--- config.mk ---
export PLATFORM = sky130hd
export DESIGN_NAME = key_conditioner
export DESIGN_NICKNAME = d
export VERILOG_FILES = /design/src/rtl/tug_pkg.sv /design/src/rtl/sync2.sv /design/src/rtl/key_conditioner.sv
export SDC_FILE = /design/constraint.sdc
export NUM_CORES = 1
export LEC_CHECK = 0
export CAP_MARGIN = 10
export CORE_MARGIN = 3
export CORE_UTILIZATION = 56
export CTS_CLUSTER_DIAMETER = 30
export DETAILED_ROUTE_END_ITERATION = 7
export PLACE_DENSITY = 0.74
export REMOVE_ABC_BUFFERS = 1
export SYNTH_ARGS = -nofsm -noshare
export SYNTH_HDL_FRONTEND = slang
export SYNTH_SLANG_ARGS = --single-unit
--- constraint.sdc ---
create_clock -name clk -period 4 [get_ports clk]
set_input_delay 0.6 -clock clk [delete_from_list [all_inputs] [get_ports clk]]
set_output_delay 0.6 -clock clk [all_outputs]
set_load 0.01 [all_outputs]
--- src/rtl/tug_pkg.sv ---
// Shared types and constants for the tug-of-war board logic.
package tug_pkg;

  typedef enum logic [1:0] {
    IDLE         = 2'd0,
    PRESS_WAIT   = 2'd1,
    HELD         = 2'd2,
    RELEASE_WAIT = 2'd3
  } key_state_t;

  // 10 ms of stable level at 50 MHz
  localparam int unsigned DEBOUNCE_DEFAULT = 500000;

endpackage

--- src/rtl/sync2.sv ---
// Generic two-flop synchroniser for asynchronous level inputs (keys, switches).
module sync2 #(
  parameter int unsigned WIDTH = 1
) (
  input  logic             clk,
  input  logic             rst_n,
  input  logic [WIDTH-1:0] d,
  output logic [WIDTH-1:0] q
);

  logic [WIDTH-1:0] meta;

  always_ff @(posedge clk or negedge rst_n) begin
    if (!rst_n) begin
      meta <= '0;
      q    <= '0;
    end else begin
      meta <= d;
      q    <= meta;
    end
  end

endmodule

--- src/rtl/key_conditioner.sv ---
// Debounces one active-low push-button into a clean level plus press/release strobes.
module key_conditioner
  import tug_pkg::*;
#(
  parameter int unsigned DEBOUNCE_CYCLES = DEBOUNCE_DEFAULT
) (
  input  logic clk,
  input  logic rst_n,
  input  logic key_n,
  output logic pressed,
  output logic press_pulse,
  output logic release_pulse
);

  localparam int unsigned CNT_W = $clog2(DEBOUNCE_CYCLES + 1);
  localparam logic [CNT_W-1:0] CNT_LAST = CNT_W'(DEBOUNCE_CYCLES - 1);

  key_state_t       state, state_nxt;
  logic [CNT_W-1:0] count, count_nxt;
  logic             press_nxt, release_nxt;
  logic             key_level;
  logic             s;

  assign key_level = ~key_n;

  sync2 #(.WIDTH(1)) u_sync (
    .clk   (clk),
    .rst_n (rst_n),
    .d     (key_level),
    .q     (s)
  );

  always_ff @(posedge clk or negedge rst_n) begin
    if (!rst_n) begin
      state         <= IDLE;
      count         <= '0;
      pressed       <= 1'b0;
      press_pulse   <= 1'b0;
      release_pulse <= 1'b0;
    end else begin
      state         <= state_nxt;
      count         <= count_nxt;
      pressed       <= (state_nxt == HELD) || (state_nxt == RELEASE_WAIT);
      press_pulse   <= press_nxt;
      release_pulse <= release_nxt;
    end
  end

  // Level is accepted only after DEBOUNCE_CYCLES further samples agree with the first change.
  always_comb begin
    state_nxt   = state;
    count_nxt   = count;
    press_nxt   = 1'b0;
    release_nxt = 1'b0;
    case (state)
      IDLE: begin
        if (s) begin
          state_nxt = PRESS_WAIT;
          count_nxt = '0;
        end
      end
      PRESS_WAIT: begin
        if (!s) begin
          state_nxt = IDLE;
        end else if (count == CNT_LAST) begin
          state_nxt = HELD;
          press_nxt = 1'b1;
        end else begin
          count_nxt = count + CNT_W'(1);
        end
      end
      HELD: begin
        if (!s) begin
          state_nxt = RELEASE_WAIT;
          count_nxt = '0;
        end
      end
      RELEASE_WAIT: begin
        if (s) begin
          state_nxt = HELD;
        end else if (count == CNT_LAST) begin
          state_nxt   = IDLE;
          release_nxt = 1'b1;
        end else begin
          count_nxt = count + CNT_W'(1);
        end
      end
      default: state_nxt = IDLE;
    endcase
  end

endmodule

==> out/qor.txt <==
WORST SETUP PATH
--------------------------------------------------------------------------------------
Worst Path Max Fanout ...................................................           12
Worst path arrival time .................................................      2.51 ns
Family with the most delay on the worst path ............................ simple AND/OR/NAND/NOR gates
Kind of start point of the critical path ................................         flop
List of cells traversed by the critical path ............................ or4b_4, nor4_4, a21oi_4, mux2_4
Crit Path Class ......................................................... flop to flop
Kind of end point of the critical path ..................................         flop
Number of buffers and inverters on the critical path ....................            0
Required @ worst endpoint ...............................................      4.22 ns
Library cell contributing the largest single delay on the critical path . sky130_fd_sc_hd__nor4_4
Slowest stage delay, CP .................................................      0.68 ns

STA
--------------------------------------------------------------------------------------
Clock Skews .............................................................   0.00147 ns
# setup viols final .....................................................            0
Slew at the pin with the worst max-slew slack ...........................      1.21 ns
Final-layout setup total negative slack .................................         0 ns
Setup slack of the critical path after layout ...........................      1.71 ns
Fin crit share ..........................................................        0.573
Final Hold Fails ........................................................            0
Final Critical Period ...................................................      2.29 ns
Peak clock frequency supported by timing ................................      436 MHz
Worst slew margin relative to its limit .................................        0.188
RSZ-0062 raised after global routing ....................................           no
Final Max Tran Viols ....................................................            0

CTS
--------------------------------------------------------------------------------------
Post-CTS Setup Repair Bufs ..............................................            0
Resized cells post-CTS ..................................................            0
Worst-case clock buffer depth ...........................................            2
Total clock buffers created by CTS ......................................            3
Clock-pin slew on the worst setup and hold paths ........................      0.13 ns
Root Driver ............................................................. sky130_fd_sc_hd__clkbuf_4
CTS tree ................................................................          yes
CTS Hold Buffers Added ..................................................            0
CTS H-Tree Depth ........................................................            1
Number of clock sinks ...................................................           25
Insertion delay of the later-clocked pin in the worst-skew pair .........      0.32 ns

CELLS AND AREA
--------------------------------------------------------------------------------------
Post-layout net count ...................................................          134
Antenna cell count ......................................................            0
Most frequent cells in the layout ....................................... sky130_fd_sc_hd__dfrtp_1 (25), sky130_fd_sc_hd__a21oi_1 (15), sky130_fd_sc_hd__nand2_1 (8)
Filler cell count in the final layout ...................................          167
Synth-to-layout area growth .............................................        6.96%
Post-Route Utilization ..................................................        0.665
Most common cell after layout, fill and taps aside ...................... sky130_fd_sc_hd__dfrtp_1
Share of final-layout standard cells stronger than drive strength 1 .....        0.109

SYNTH
--------------------------------------------------------------------------------------
Sequential cell area fraction in the yosys report .......................        0.484
Count of cell types in the netlist ......................................           34
Count of flip-flops with a built-in enable after synthesis ..............            0
Multiplexer share of the synthesized area ...............................       0.0397
Xor/xnor share of the synthesized area ..................................       0.0329
Share of flip-flops with an asynchronous set or reset after synthesis ...         1.00
Post-synthesis cell area ................................................   1290 sq um
Cells taking the most area after synthesis .............................. sky130_fd_sc_hd__dfrtp_1 (48%), sky130_fd_sc_hd__a21oi_1 (5.8%), sky130_fd_sc_hd__o31ai_1 (3.5%)
Post-synth top area share ...............................................        0.484
Adder-Cell Fraction of Synth Area .......................................      0.00967
Post-synthesis share of cell area spent on and, or, nand and nor gates ..        0.272
Fraction of the mapped netlist area in compound gates ...................        0.135
Library cell occupying the most area in the post-synthesis netlist ...... sky130_fd_sc_hd__dfrtp_1
Yosys synthesis warning count ...........................................            0
Number of synthesized register bits .....................................           25
Synthesized area divided by synthesized cell count ......................   10.5 sq um
Cell count after synthesis ..............................................          123
Largest family of logic cells by synthesized area ....................... simple AND/OR/NAND/NOR gates
Most used flip-flop cell after synthesis ................................ sky130_fd_sc_hd__dfrtp_1

MIN PATH
--------------------------------------------------------------------------------------
Class of the worst hold path ............................................ flop to flop

DIE
--------------------------------------------------------------------------------------
Horizontal die dimension ................................................      54.1 um
I/O pins ................................................................            6
Initial standard-cell utilization of the core ...........................        0.621
Placeable core area .....................................................   2080 sq um
Area enclosed by the die boundary .......................................   2920 sq um
Vert. Die Dim ...........................................................      54.1 um
Num rows ................................................................           16

RUN STATUS
--------------------------------------------------------------------------------------
Outcome ................................................................. finished clean

GLOBAL ROUTING
--------------------------------------------------------------------------------------
Global-route wire length before repair ..................................      4520 um
Vias in the first global route ..........................................         1006
Total global routing track utilization ..................................        0.213
Largest net degree at the start of global routing .......................           26
Antenna violations before repair ........................................            0
Residual overflow from global routing ...................................            0

ROUTING
--------------------------------------------------------------------------------------
Routed wire per std cell ................................................      16.2 um
Post-detailed-route DRC marker count ....................................            0
DR vias/cell ............................................................         6.33
Final wirelength ........................................................      2520 um
Routed Antenna Nets .....................................................            0
Initial DRC Count .......................................................           20
Drt first pass iters ....................................................            4
Vias post-DR ............................................................          988

PLACED DESIGN
--------------------------------------------------------------------------------------
Input/output buffers ....................................................            5
Worst Setup Slack post-DPL ..............................................      1.74 ns
Post-detail-place hpwl ..................................................      1710 um
Placer's final routability congestion estimate ..........................        0.765

PWR
--------------------------------------------------------------------------------------
LEAKAGE .................................................................     0.585 nW
Maximum ir drop on the vdd rail .........................................     0.290 mV
Total power per unit cell area ..........................................  294 nW/um^2

FLOW RUN
--------------------------------------------------------------------------------------
Max Cap Viol ............................................................            0

## registers in the layout (all words and copies together) (netlist names)
name,count
count,19
state,2
press_pulse,1
release_pulse,1
u_sync.meta,1
u_sync.q,1
## path summary, 6_finish.rpt
path | slack, ns | end | from | depth (start not counted)
worst max-delay path | 1.71 | count[0]$_DFFE_PN0P_ | count[7]$_DFFE_PN0P_ | 4
worst min-delay path | 0.38 | u_sync.q$_DFF_PN0_ | u_sync.meta$_DFF_PN0_ | 0
worst max register to register | 1.71 | count[0]$_DFFE_PN0P_ | count[7]$_DFFE_PN0P_ | 4
worst min register to register | 0.38 | u_sync.q$_DFF_PN0_ | u_sync.meta$_DFF_PN0_ | 0
max in group asynchronous | 2.49 | count[1]$_DFFE_PN0P_ | rst_n | 1
min in group asynchronous | 0.86 | count[14]$_DFFE_PN0P_ | rst_n | 1
## cell type report
cell class	instances	area [sq um]	share of cell area
clock buffers	4	26.3	0.0190
inverters	4	15.0	0.0108
multi-input cells	91	633	0.458
flip-flops and latches	25	626	0.452
well taps	27	33.8	0.0244
repair buffers	5	50.0	0.0362
## logic make-up (layout without fill, tap and decap cells)
| group | count (synthesis) | in the layout |
|---|---|---|
| AO/OA/AOI/OAI | 29 | 29 |
| XOR/XNOR | 4 | 4 |
| adder cells (fa/ha/maj) | 1 | 1 |
| buffers and inverters | 7 | 13 |
| flip-flops | 25 | 25 |
| multiplexers | 4 | 4 |
| AND/OR/NAND/NOR | 53 | 53 |
## through the flow
step           area, sq um  total power [W]  instances  hold WS, ns
6_report              1380         0.000406        156        0.379
5_1_grt               1380         0.000422        156        0.406
4_1_cts               1380         0.000408        156        0.385
3_5_place_dp          1360         0.000297        152        0.346
3_3_place_gp          1360         0.000296        152        0.345
2_1_floorplan         1270         0.000285        120        0.304
## cells in the mapped netlist (3+ instances only)
| cell | number |
|---|---|
| sky130_fd_sc_hd__dfrtp_1 | 25 |
| sky130_fd_sc_hd__a21oi_1 | 15 |
| sky130_fd_sc_hd__nand2_1 | 8 |
| sky130_fd_sc_hd__nor2_1 | 6 |
| sky130_fd_sc_hd__o21ai_0 | 6 |
| sky130_fd_sc_hd__o31ai_1 | 6 |
| sky130_fd_sc_hd__or3_1 | 6 |
| sky130_fd_sc_hd__or4_1 | 6 |
| sky130_fd_sc_hd__nand4_1 | 5 |
| sky130_fd_sc_hd__and3_1 | 4 |
| sky130_fd_sc_hd__inv_1 | 4 |
| sky130_fd_sc_hd__nand3_1 | 3 |
## where the power goes
part | switching (W) | internal [W]
Clock | 0.0000757 | 0.0000391
Combinational | 0.0000155 | 0.0000106
Sequential | 0.00000620 | 0.000259
## metal layers
layer	routed length, um	track usage
met4	42	0.0996
met3	92	0.0332
met5	0	0
met2	1210	0.349
met1	1180	0.274
Note: power is estimated with default switching activity, not from simulation.
